[src/rtl/gsim_pkg.sv]
// +--------------------------------------------------------------------+
// | gsim_pkg -- shared drain FSM states and default frame geometry      |
// | rev 1.0                                                            |
// +--------------------------------------------------------------------+
`default_nettype none

package gsim_pkg;

  localparam int C_BIT_WIDTH  = 32;
  localparam int C_N_ELEM     = 16;
  localparam int C_FIFO_DEPTH = 4;

  typedef enum logic [1:0] {
    S_IDLE = 2'd0,
    S_RUN  = 2'd1,
    S_DONE = 2'd2
  } state_t;

endpackage

`default_nettype wire

[src/rtl/x_drain_fifo.sv]
// +--------------------------------------------------------------------+
// | x_drain_fifo -- circular solution-word buffer, registered head     |
// | rev 1.0                                                            |
// +--------------------------------------------------------------------+
`default_nettype none

module x_drain_fifo #(
  parameter int BIT_WIDTH = 32,
  parameter int DEPTH     = 4
) (
  input  logic                 clk,
  input  logic                 rst_n,
  input  logic                 i_clr,
  input  logic                 i_push,
  input  logic [BIT_WIDTH-1:0] i_data,
  input  logic                 i_pop,
  output logic                 o_full,
  output logic                 o_empty,
  output logic [BIT_WIDTH-1:0] o_head
);

  localparam int AW = (DEPTH > 1) ? $clog2(DEPTH) : 1;

  logic [BIT_WIDTH-1:0] r_mem [DEPTH];
  logic [AW-1:0]        r_wr_ptr;
  logic [AW-1:0]        r_rd_ptr;
  logic [AW:0]          r_count;

  logic w_push;
  logic w_pop;

  assign o_full  = (r_count == (AW+1)'(DEPTH));
  assign o_empty = (r_count == '0);
  assign o_head  = r_mem[r_rd_ptr];
  assign w_push  = i_push && !o_full;
  assign w_pop   = i_pop && !o_empty;

  always_ff @(posedge clk or negedge rst_n) begin
    if (!rst_n) begin
      for (int i = 0; i < DEPTH; i++) r_mem[i] <= '0;
      r_wr_ptr <= '0;
      r_rd_ptr <= '0;
      r_count  <= '0;
    end else if (i_clr) begin
      r_wr_ptr <= '0;
      r_rd_ptr <= '0;
      r_count  <= '0;
    end else begin
      if (w_push) begin
        r_mem[r_wr_ptr] <= i_data;
        r_wr_ptr <= (r_wr_ptr == AW'(DEPTH-1)) ? '0 : r_wr_ptr + AW'(1);
      end
      if (w_pop) begin
        r_rd_ptr <= (r_rd_ptr == AW'(DEPTH-1)) ? '0 : r_rd_ptr + AW'(1);
      end
      // Simultaneous push and pop leaves occupancy unchanged.
      case ({w_push, w_pop})
        2'b10:   r_count <= r_count + (AW+1)'(1);
        2'b01:   r_count <= r_count - (AW+1)'(1);
        default: r_count <= r_count;
      endcase
    end
  end

endmodule

`default_nettype wire

[src/rtl/x_drain.sv]
// +--------------------------------------------------------------------+
// | x_drain -- frames N_ELEM solver words through a small FIFO; the    |
// | optional X_DRAIN_STATS_EN build adds a stall_cnt output. rev 1.0   |
// +--------------------------------------------------------------------+
`default_nettype none

module x_drain
  import gsim_pkg::*;
#(
  parameter int BIT_WIDTH  = C_BIT_WIDTH,
  parameter int N_ELEM     = C_N_ELEM,
  parameter int FIFO_DEPTH = C_FIFO_DEPTH
) (
  input  logic                      clk,
  input  logic                      rst_n,
  input  logic                      start,
  input  logic                      in_valid,
  output logic                      in_ready,
  input  logic [BIT_WIDTH-1:0]      in_data,
  output logic                      out_valid,
  input  logic                      out_ready,
  output logic [BIT_WIDTH-1:0]      out_data,
  output logic [$clog2(N_ELEM)-1:0] out_idx,
  output logic                      out_last,
  output logic                      busy,
`ifdef X_DRAIN_STATS_EN
  output logic [15:0]               stall_cnt,
`endif
  output logic                      done
);

  localparam int IW = $clog2(N_ELEM);
  localparam int CW = $clog2(N_ELEM + 1);

  state_t        r_state;
  logic [CW-1:0] r_in_cnt;
  logic [CW-1:0] r_out_cnt;
  logic          r_busy;
  logic          r_done;

  logic                 w_full;
  logic                 w_empty;
  logic [BIT_WIDTH-1:0] w_head;
  logic                 w_in_xfer;
  logic                 w_out_xfer;
  logic                 w_start_frame;

  assign in_ready      = (r_state == S_RUN) && !w_full && (r_in_cnt < CW'(N_ELEM));
  assign out_valid     = !w_empty;
  assign out_data      = w_head;
  assign out_idx       = r_out_cnt[IW-1:0];
  assign out_last      = out_valid && (r_out_cnt == CW'(N_ELEM-1));
  assign busy          = r_busy;
  assign done          = r_done;
  assign w_in_xfer     = in_valid && in_ready;
  assign w_out_xfer    = out_valid && out_ready;
  assign w_start_frame = (r_state == S_IDLE) && start;

  x_drain_fifo #(
    .BIT_WIDTH (BIT_WIDTH),
    .DEPTH     (FIFO_DEPTH)
  ) u_fifo (
    .clk     (clk),
    .rst_n   (rst_n),
    .i_clr   (w_start_frame),
    .i_push  (w_in_xfer),
    .i_data  (in_data),
    .i_pop   (w_out_xfer),
    .o_full  (w_full),
    .o_empty (w_empty),
    .o_head  (w_head)
  );

  always_ff @(posedge clk or negedge rst_n) begin
    if (!rst_n) begin
      r_state   <= S_IDLE;
      r_in_cnt  <= '0;
      r_out_cnt <= '0;
      r_busy    <= 1'b0;
      r_done    <= 1'b0;
    end else begin
      r_done <= 1'b0;
      case (r_state)
        S_IDLE: begin
          if (start) begin
            r_state   <= S_RUN;
            r_in_cnt  <= '0;
            r_out_cnt <= '0;
            r_busy    <= 1'b1;
          end
        end
        S_RUN: begin
          if (w_in_xfer) r_in_cnt <= r_in_cnt + CW'(1);
          if (w_out_xfer) begin
            r_out_cnt <= r_out_cnt + CW'(1);
            if (r_out_cnt == CW'(N_ELEM-1)) begin
              r_state <= S_DONE;
              r_busy  <= 1'b0;
              r_done  <= 1'b1;
            end
          end
        end
        S_DONE: begin
          r_state <= S_IDLE;
        end
        default: begin
          r_state <= S_IDLE;
          r_busy  <= 1'b0;
        end
      endcase
    end
  end

`ifdef X_DRAIN_STATS_EN
  logic [15:0] r_stall_cnt;

  always_ff @(posedge clk or negedge rst_n) begin
    if (!rst_n) begin
      r_stall_cnt <= '0;
    end else if (w_start_frame) begin
      r_stall_cnt <= '0;
    end else if ((r_state == S_RUN) && out_valid && !out_ready && (r_stall_cnt != 16'hFFFF)) begin
      r_stall_cnt <= r_stall_cnt + 16'd1;
    end
  end

  assign stall_cnt = r_stall_cnt;
`endif

endmodule

`default_nettype wire

[config.mk]
export PLATFORM = sky130hd
export DESIGN_NAME = x_drain
export DESIGN_NICKNAME = d
export VERILOG_FILES = /design/src/rtl/gsim_pkg.sv /design/src/rtl/x_drain_fifo.sv /design/src/rtl/x_drain.sv
export SDC_FILE = /design/constraint.sdc
export NUM_CORES = 1
export LEC_CHECK = 0
export CORE_MARGIN = 2
export CORE_UTILIZATION = 49
export DETAILED_ROUTE_END_ITERATION = 6
export PLACE_DENSITY = 0.71
export SLEW_MARGIN = 20
export SYNTH_ARGS = -nofsm -noshare
export SYNTH_HDL_FRONTEND = slang
export SYNTH_SLANG_ARGS = --single-unit
[constraint.sdc]
create_clock -name clk -period 3 [get_ports clk]
set_clock_uncertainty 0.15 [all_clocks]
set_input_delay 0.6 -clock clk [delete_from_list [all_inputs] [get_ports clk]]
set_output_delay 0.6 -clock clk [all_outputs]
set_load 0.05 [all_outputs]
==> results of run 1 <==
## cells by family after synthesis
family / count (synthesis) / synth area share, %
buffers and inverters: 35 / 3.24
AOI/OAI and AO/OA: 23 / 2.50
DFF: 149 / 55.3
xor gates and xnor gates: 2 / 0.260
muxes: 164 / 32.7
and+or+nand+nor: 46 / 4.10
adders and majority gates: 10 / 1.97
## cell usage after synthesis (2+ instances only)
master    number  share of area (%)
o311ai_0       4               0.52
a21oi_1        5               0.37
mux4_2        32                 11
nand3_4        2               0.52
and3_1         4               0.37
ha_1           9                1.7
buf_6          6                1.0
nand3_1        7               0.52
nand2_1       12               0.67
a31oi_1        2               0.19
o21ai_0        3               0.22
buf_2          7               0.52
or2_2          2               0.19
mux2_1        10                1.7
inv_1          8               0.45
mux2_2       120                 20
mux2i_1        2               0.30
dfrtp_1      149                 55
or3_1          3               0.28
nor2_1         6               0.33
and2_1         2               0.19
o211ai_1       2               0.22
buf_4          9                1.0
clkbuf_1       5               0.28
## area by class of cell
cell class | instances | area (µm²)
Timing Repair Buffer | 93 | 847
Clock buffer | 22 | 464
Inverter | 8 | 30.0
Clock inverter | 10 | 81.3
Tap cell | 176 | 220
Fill cell | 1050 | 5170
Sequential cell | 149 | 3730
Multi-Input combinational cell | 245 | 2810
## sequential cells by signal, indices dropped and copies added, names as in the netlist
register         cells
busy                 1
done                 1
u_fifo.r_wr_ptr      2
r_state              2
u_fifo.r_mem       128
r_in_cnt             5
u_fifo.r_rd_ptr      2
u_fifo.r_count       3
r_out_cnt            5
## metrics by stage
| step | setup slack [ns] | instances | area [µm²] |
|---|---|---|---|
| 3_3_place_gp | 0.163 | 671 | 7640 |
| 3_5_place_dp | 0.0906 | 671 | 7640 |
| 2_1_floorplan | 0.298 | 429 | 6750 |
| 6_report | 0.165 | 703 | 8180 |
| 4_1_cts | 0.146 | 703 | 8180 |
| 5_1_grt | 0.0349 | 703 | 8180 |
## routing by layer
metal,part of all wire (%),vias to the layer above,global-route usage [%]
met4,2.0,0,8.91
met3,3.5,19,4.09
met2,50,76,31.2
met1,45,2070,25.5
li1,-,1764,-
met5,0,-,0
## how the worst max path moves through the flow
stage | end | depth (start not counted) | from | slack (ns)
after floorplan | in_ready | 3 | u_fifo.r_count[2]$_DFFE_PN0P_ | 0.30
after global placement | u_fifo.r_count[2]$_DFFE_PN0P_ | 9 | in_valid | 0.16
after detailed placement | u_fifo.r_count[2]$_DFFE_PN0P_ | 9 | in_valid | 0.09
after CTS | out_last | 5 | r_out_cnt[0]$_DFFE_PN0P_ | 0.15
after global routing | out_last | 5 | r_out_cnt[0]$_DFFE_PN0P_ | 0.03
final | out_last | 5 | r_out_cnt[0]$_DFFE_PN0P_ | 0.16
## critical path: stages, from the launching register on
cell	delay [ns]
dfrtp_1	0.43
ha_1	0.22
and3_1	0.17
ha_1	0.19
and2_1	0.14
dlygate4sd2_1	0.52
==> summary.txt, run 1 <==
Place
  – DP HPWL: ~8.5 mm
  – Global placement routability congestion: around 0.80
  – Port buffer count: between 70 and 80

Timing
  – Fmax: 353 MHz
  – Unrepaired setup endpoints after global routing: false
  – Final hold slack: 0.0387 ns
  – Period utilization: 94.5%
  – Fin crit period: 2.84 ns
  – Max Slew Vio Count: 0
  – Worst-margin pin slew: slightly above 0.9 ns
  – Hold Vio Cnt, Final: 0
  – Setup violators final: 0
  – Setup TNS: 0 ns
  – Relative slew slack: 38.8%

Finish
  – Commonest non-fill, non-tap cell in the layout: dfrtp_1
  – P&R area growth vs syn: 21.2%
  – # diodes: 0
  – Layout cells sized above 1: a little under half
  – Nets: 561
  – Commonest non-fill, non-tap cells in the layout: 147 x dfrtp_1, 120 x mux2_2, 45 x buf_4
  – Final Util: 61.3%

GRT
  – Pin count of the biggest net entering global routing: 68
  – Initial antenna violation count: 0
  – First-pass GRT wire length: roughly 22 mm
  – GR Util All Layers: 19.4%
  – Overflow after GRT: 0
  – Vias in the first global route: 4268

Clock tree
  – Post_cts resized: 2
  – Worst-path clk slew: 0.06 ns
  – Clock sink total: 149
  – CTS Hold Bufs: 0
  – TritonCTS clock tree: yes
  – TritonCTS buffer count: 17
  – Clock Tree Root: clkbuf_16
  – Clk Latency, worst-skew pair: 0.41 ns
  – Setup repair bufs after CTS: 0
  – Clock Tree Buf Depth: 2
  – # H-tree levels: 4

Floorplan
  – FP Rows: between 40 and 50
  – Die Wd: around 120 µm
  – Die area: 14700 µm²
  – Initial core utilization: 50.6%
  – I/O pins: 78
  – Chip height: between 100 and 150 µm
  – Core ar.: 13300 µm²

Yosys
  – Main synth FF type: dfrtp_1
  – Ys async rst share: 100%
  – EDFF count, synth: 0
  – Synth Instances: 429
  – Yosys reg bits: 149
  – Seq/Total Area, Yosys: 55.3%
  – Cell Area, Synth: 6750 µm²
  – Ys Warns: 0
  – Syn Area/Cell: 15.7 µm²
  – Synthesized net count: 476
  – Unique cell type count in the Yosys netlist: 42

Setup path
  – R2R depth: 7
  – CP required: 2.25 ns
  – Crit path DAT: 2.09 ns
  – CP max FO: 6
  – Startpoint types: flop
  – RR Endpoint: u_fifo.r_count[2]$_DFFE_PN0P_
  – Crit. End Element: primary output
  – Crit Path Class: flop to primary output
  – R2R Setup Slk: 0.42 ns
  – Reg-to-reg startpoint: u_fifo.r_count[0]$_DFFE_PN0P_

Drt
  – Wire per inst: roughly 18 µm
  – Routed Antenna Nets: 0
  – Drt pass-1 iters: 4
  – Initial DRC count: 204
  – Via count of the routed design: 3929
  – Routed WL: ~13 mm
  – Vias per std cell: 5.59
  – DRC viols: 0

Outcome
  – Status: finished, final reports clean

Flow run
  – MaxCap Viol Count: 0

Hold path
  – Type of the tightest min-delay check: primary input to async pin
Power of run 1 is not shown: default switching activity piles up to over one toggle a cycle in this logic, so the estimate is an artifact.
==> inputs of run 2 (changes only) <==
--- a/config.mk
+++ b/config.mk
@@ -5,10 +5,11 @@
 export SDC_FILE = /design/constraint.sdc
 export NUM_CORES = 1
 export LEC_CHECK = 0
-export CORE_MARGIN = 2
+export CORE_MARGIN = 5
 export CORE_UTILIZATION = 49
 export DETAILED_ROUTE_END_ITERATION = 6
-export PLACE_DENSITY = 0.71
+export DONT_BUFFER_PORTS = 1
+export SKIP_LAST_GASP = 1
 export SLEW_MARGIN = 20
 export SYNTH_ARGS = -nofsm -noshare
 export SYNTH_HDL_FRONTEND = slang
==> summary.txt, run 2 (same netlist as run 1, synthesis figures left out) <==
Finish
  – Regs by FF count: u_fifo.r_mem x128, r_in_cnt x5, r_out_cnt x5
  – P&R area growth vs syn: 11.9%
  – Layout cells sized above 1: 46.5%
  – Commonest non-fill, non-tap cells in the layout: 147 x dfrtp_1, 120 x mux2_2, 32 x mux4_2
  – Largest register by flop count: u_fifo.r_mem
  – Max reg flops: approximately 130
  – # diodes: 0
  – Commonest non-fill, non-tap cell in the layout: dfrtp_1
  – Nets: 483

Floorplan
  – Die area: 16200 µm²
  – Core ar.: 13300 µm²
  – Die Wd: between 100 and 150 µm
  – Initial core utilization: 50.6%
  – Chip height: 127 µm
  – I/O pins: 78
  – FP Rows: 42

Setup path
  – R2R depth: 7
  – CP max FO: 9
  – Crit Path Class: flop to flop
  – CP required: roughly 3.2 ns
  – Startpoint types: flop
  – Crit path DAT: about 3 ns
  – Crit. End Element: flop

Clock tree
  – Post_cts resized: 0
  – # H-tree levels: 4
  – Clk Latency, worst-skew pair: 0.41 ns
  – Clock Tree Buf Depth: 2
  – Clock sink total: 149
  – Worst-path clk slew: about 0.060 ns
  – Clock Tree Root: clkbuf_16
  – TritonCTS buffer count: 17
  – TritonCTS clock tree: yes

Timing
  – Setup violators final: 0
  – Final hold slack: -0.271 ns
  – Unrepaired setup endpoints after global routing: false
  – Setup TNS: 0 ns
  – Worst-margin pin slew: 0.596 ns
  – Hold Vio Cnt, Final: 149
  – Period utilization: roughly nine tenths
  – Max Slew Vio Count: 0
  – Fin crit period: roughly 2.7 ns
  – Crit path setup slack, layout: about 0.26 ns
  – Relative slew slack: 60.3%
  – Fmax: 364 MHz

Place
  – Port buffer count: 0
  – DP HPWL: approximately 8.2 mm
  – Global placement routability congestion: approximately 0.7
  – Pre-CTS setup slack: 0.320 ns

GRT
  – Initial antenna violation count: 0
  – GR Util All Layers: 17.4%
  – Pin count of the biggest net entering global routing: 150
  – Vias in the first global route: 3935
  – First-pass GRT wire length: 21.8 mm
  – Overflow after GRT: 0

Drt
  – Vias per std cell: 5.76
  – Initial DRC count: 201
  – Via count of the routed design: 3603
  – Routed Antenna Nets: 0
  – Wire per inst: 20.8 µm
  – DRC viols: 0
  – Routed WL: 13.0 mm
  – Drt pass-1 iters: 4

Outcome
  – Status: complete, but fails checks
  – Failing checks: negative hold slack

Hold path
  – Type of the tightest min-delay check: primary input to async pin

Flow run
  – MaxCap Viol Count: 0
-- run 2: layout make-up --
| class | count | area [µm²] |
|---|---|---|
| Clock inverter | 13 | 155 |
| Sequential cell | 149 | 3730 |
| Tap cell | 176 | 220 |
| Fill cell | 1077 | 5800 |
| Multi-Input combinational cell | 245 | 2810 |
| Timing Repair Buffer | 15 | 163 |
| Inverter | 8 | 30.0 |
| Clock buffer | 19 | 443 |
-- run 2: final timing paths --
| kind | from | to | slack (ns) |
|---|---|---|---|
| worst max-delay path | u_fifo.r_count[0]$_DFFE_PN0P_ | u_fifo.r_count[2]$_DFFE_PN0P_ | 0.26 |
| max in group asynchronous | rst_n | u_fifo.r_rd_ptr[0]$_DFFE_PN0P_ | 2.65 |
| min in group clk | in_data[6] | u_fifo.r_mem[102]$_DFFE_PN0P_ | 0.17 |
| worst max register to register | u_fifo.r_count[0]$_DFFE_PN0P_ | u_fifo.r_count[2]$_DFFE_PN0P_ | 0.26 |
| worst min register to register | u_fifo.r_mem[67]$_DFFE_PN0P_ | u_fifo.r_mem[67]$_DFFE_PN0P_ | 0.34 |
| worst min-delay path | rst_n | u_fifo.r_mem[69]$_DFFE_PN0P_ | -0.27 |
-- run 2: metrics by stage --
stage | hold WS [ns] | cell area (µm²) | cells | utilization (%)
2_1_floorplan | 0.154 | 6750 | 429 | -
3_3_place_gp | 0.159 | 6950 | 593 | 52.1
3_5_place_dp | 0.158 | 6950 | 593 | 52.1
4_1_cts | -0.291 | 7550 | 625 | 56.6
5_1_grt | -0.307 | 7550 | 625 | 56.6
6_report | -0.271 | 7550 | 625 | 56.6
-- run 2: routing by layer --
| metal | vias up | wire, µm | GRT usage, % |
|---|---|---|---|
| met5 | - | 0 | 0 |
| met4 | 0 | 153 | 5.49 |
| met3 | 13 | 827 | 7.26 |
| met2 | 73 | 6440 | 26.9 |
| met1 | 1906 | 5610 | 22.4 |
| li1 | 1611 | - | - |
-- run 2: timing repair --
item / 4_1_cts / 5_1_grt
setup buffers: 0 / 0
hold endpoints to repair: 149 / 149
setup endpoints to repair: 0 / 0
-- run 2: critical path, stage by stage, from the launching register on --
cell and delay [ns]:
dfrtp_1 0.45, o31ai_2 0.55, inv_1 0.23, ha_1 0.28, fa_1 0.38, xnor2_1 0.16, or3_1 0.32, a21oi_1 0.15
Power of run 2 is left out for the same reason.
==> inputs of run 3 (changes only) <==
--- a/config.mk
+++ b/config.mk
@@ -9,6 +9,7 @@
 export CORE_UTILIZATION = 49
 export DETAILED_ROUTE_END_ITERATION = 6
 export DONT_BUFFER_PORTS = 1
+export RECOVER_POWER = 100
 export SKIP_LAST_GASP = 1
 export SLEW_MARGIN = 20
 export SYNTH_ARGS = -nofsm -noshare
==> summary.txt, run 3 (same netlist as run 1, synthesis figures left out) <==
Outcome
  – Status: complete, but fails checks
  – Failing checks: negative hold slack

Clock tree
  – Clock sink total: 149
  – Clk Latency, worst-skew pair: approximately 0.4 ns
  – TritonCTS buffer count: 17
  – Worst-path clk slew: 0.06 ns
  – # H-tree levels: 4
  – Clock Tree Buf Depth: 2
  – Post_cts resized: 0
  – TritonCTS clock tree: yes
  – Clock Tree Root: clkbuf_16

Finish
  – P&R area growth vs syn: 11.1%
  – # diodes: 0
  – Nets: 483
  – Max reg flops: roughly 130
  – Sequential cell area: 3730 µm²
  – Layout cells sized above 1: 45.2%
  – Commonest non-fill, non-tap cell in the layout: dfrtp_1
  – Largest register by flop count: u_fifo.r_mem
  – Commonest non-fill, non-tap cells in the layout: 148 x dfrtp_1, 120 x mux2_2, 32 x mux4_2
  – Regs by FF count: u_fifo.r_mem x128, r_in_cnt x5, r_out_cnt x5
  – Multi-input logic area: 2810 µm²
  – Filler instances: about 1100

Setup path
  – Slowest Stage Delay on Critical Path: 0.70 ns
  – Top delay family on crit path: multiplexers
  – Startpoint types: flop
  – Crit Path Class: flop to primary output
  – CP bufs+invs: 1
  – CP max FO: 9
  – Crit-path cells: buf_4 > mux4_2
  – Critical-path top delay cell: mux4_2
  – Crit path DAT: between 2 and 2.5 ns
  – CP required: 2.25 ns
  – Crit. End Element: primary output
  – R2R Setup Slk: 0.24 ns

Floorplan
  – Die Wd: 127 µm
  – Core ar.: between 10000 and 15000 µm²
  – Initial core utilization: 50.6%
  – Chip height: 127 µm
  – Die area: 16200 µm²
  – I/O pins: 78
  – FP Rows: 42

Timing
  – Relative slew slack: 50.1%
  – Crit path setup slack, layout: around 0.16 ns
  – Worst-margin pin slew: ~0.75 ns
  – Final hold slack: -0.272 ns
  – Hold Vio Cnt, Final: 149
  – Period utilization: around 95%
  – Fin crit period: 2.84 ns
  – Max Slew Vio Count: 0
  – Setup TNS: 0 ns
  – Setup violators final: 0
  – Fmax: 352 MHz
  – Unrepaired setup endpoints after global routing: false

GRT
  – Initial antenna violation count: 0
  – First-pass GRT wire length: 21.8 mm
  – GR Util All Layers: ~17%
  – Vias in the first global route: 3935
  – Overflow after GRT: 0
  – Pin count of the biggest net entering global routing: 150

Place
  – Global placement routability congestion: 0.719
  – Pre-CTS setup slack: 0.320 ns
  – DP HPWL: 8.17 mm
  – Port buffer count: 0

Drt
  – Routed Antenna Nets: 0
  – Via count of the routed design: 3599
  – DRC viols: 0
  – Drt pass-1 iters: 4
  – Initial DRC count: 211
  – Routed WL: about 13 mm
  – Wire per inst: 20.8 µm
  – Vias per std cell: 5.76

Flow run
  – MaxCap Viol Count: 0

Hold path
  – Type of the tightest min-delay check: primary input to async pin
==> run 3: layer usage <==
metal	vias up	global-route usage, %	share of wire [%]
met5	-	0	0
met4	0	5.49	1.2
met3	14	7.26	6.4
met2	73	26.9	50
met1	1899	22.4	43
li1	1613	-	-
==> run 3: path summary, 6_finish.rpt <==
path | from | endpoint | depth (start not counted)
worst max-delay path | u_fifo.r_rd_ptr[0]$_DFFE_PN0P_ | out_data[26] | 2
worst min-delay path | rst_n | u_fifo.r_mem[69]$_DFFE_PN0P_ | 0
worst max register to register | u_fifo.r_count[0]$_DFFE_PN0P_ | u_fifo.r_mem[11]$_DFFE_PN0P_ | 5
worst min register to register | u_fifo.r_mem[67]$_DFFE_PN0P_ | u_fifo.r_mem[67]$_DFFE_PN0P_ | 1
max in group asynchronous | rst_n | u_fifo.r_rd_ptr[1]$_DFFE_PN0P_ | 0
min in group clk | in_data[6] | u_fifo.r_mem[102]$_DFFE_PN0P_ | 1
==> run 3: area by class of cell <==
cell class / count / share of cell area (%)
sequential: 149 / 49.8
multi-input combinational: 245 / 37.5
clock buffer: 19 / 5.91
tap: 176 / 2.94
clock inverter: 13 / 2.07
timing repair buffer: 15 / 1.42
inverter: 8 / 0.401
==> run 3: repair_timing <==
action	CTS	global route
setup endpoints to repair	0	0
hold endpoints to repair	149	149
setup buffers	0	0
==> run 3: stage by stage <==
stage	hold slack (ns)	area, µm²	instances	util, %
finish	-0.272	7490	625	56.1
global route	-0.307	7490	625	56.1
CTS	-0.291	7550	625	56.6
detailed placement	0.158	6950	593	52.1
global placement	0.159	6950	593	52.1
floorplan	0.154	6750	429	-
Power of run 3 is left out for the same reason.
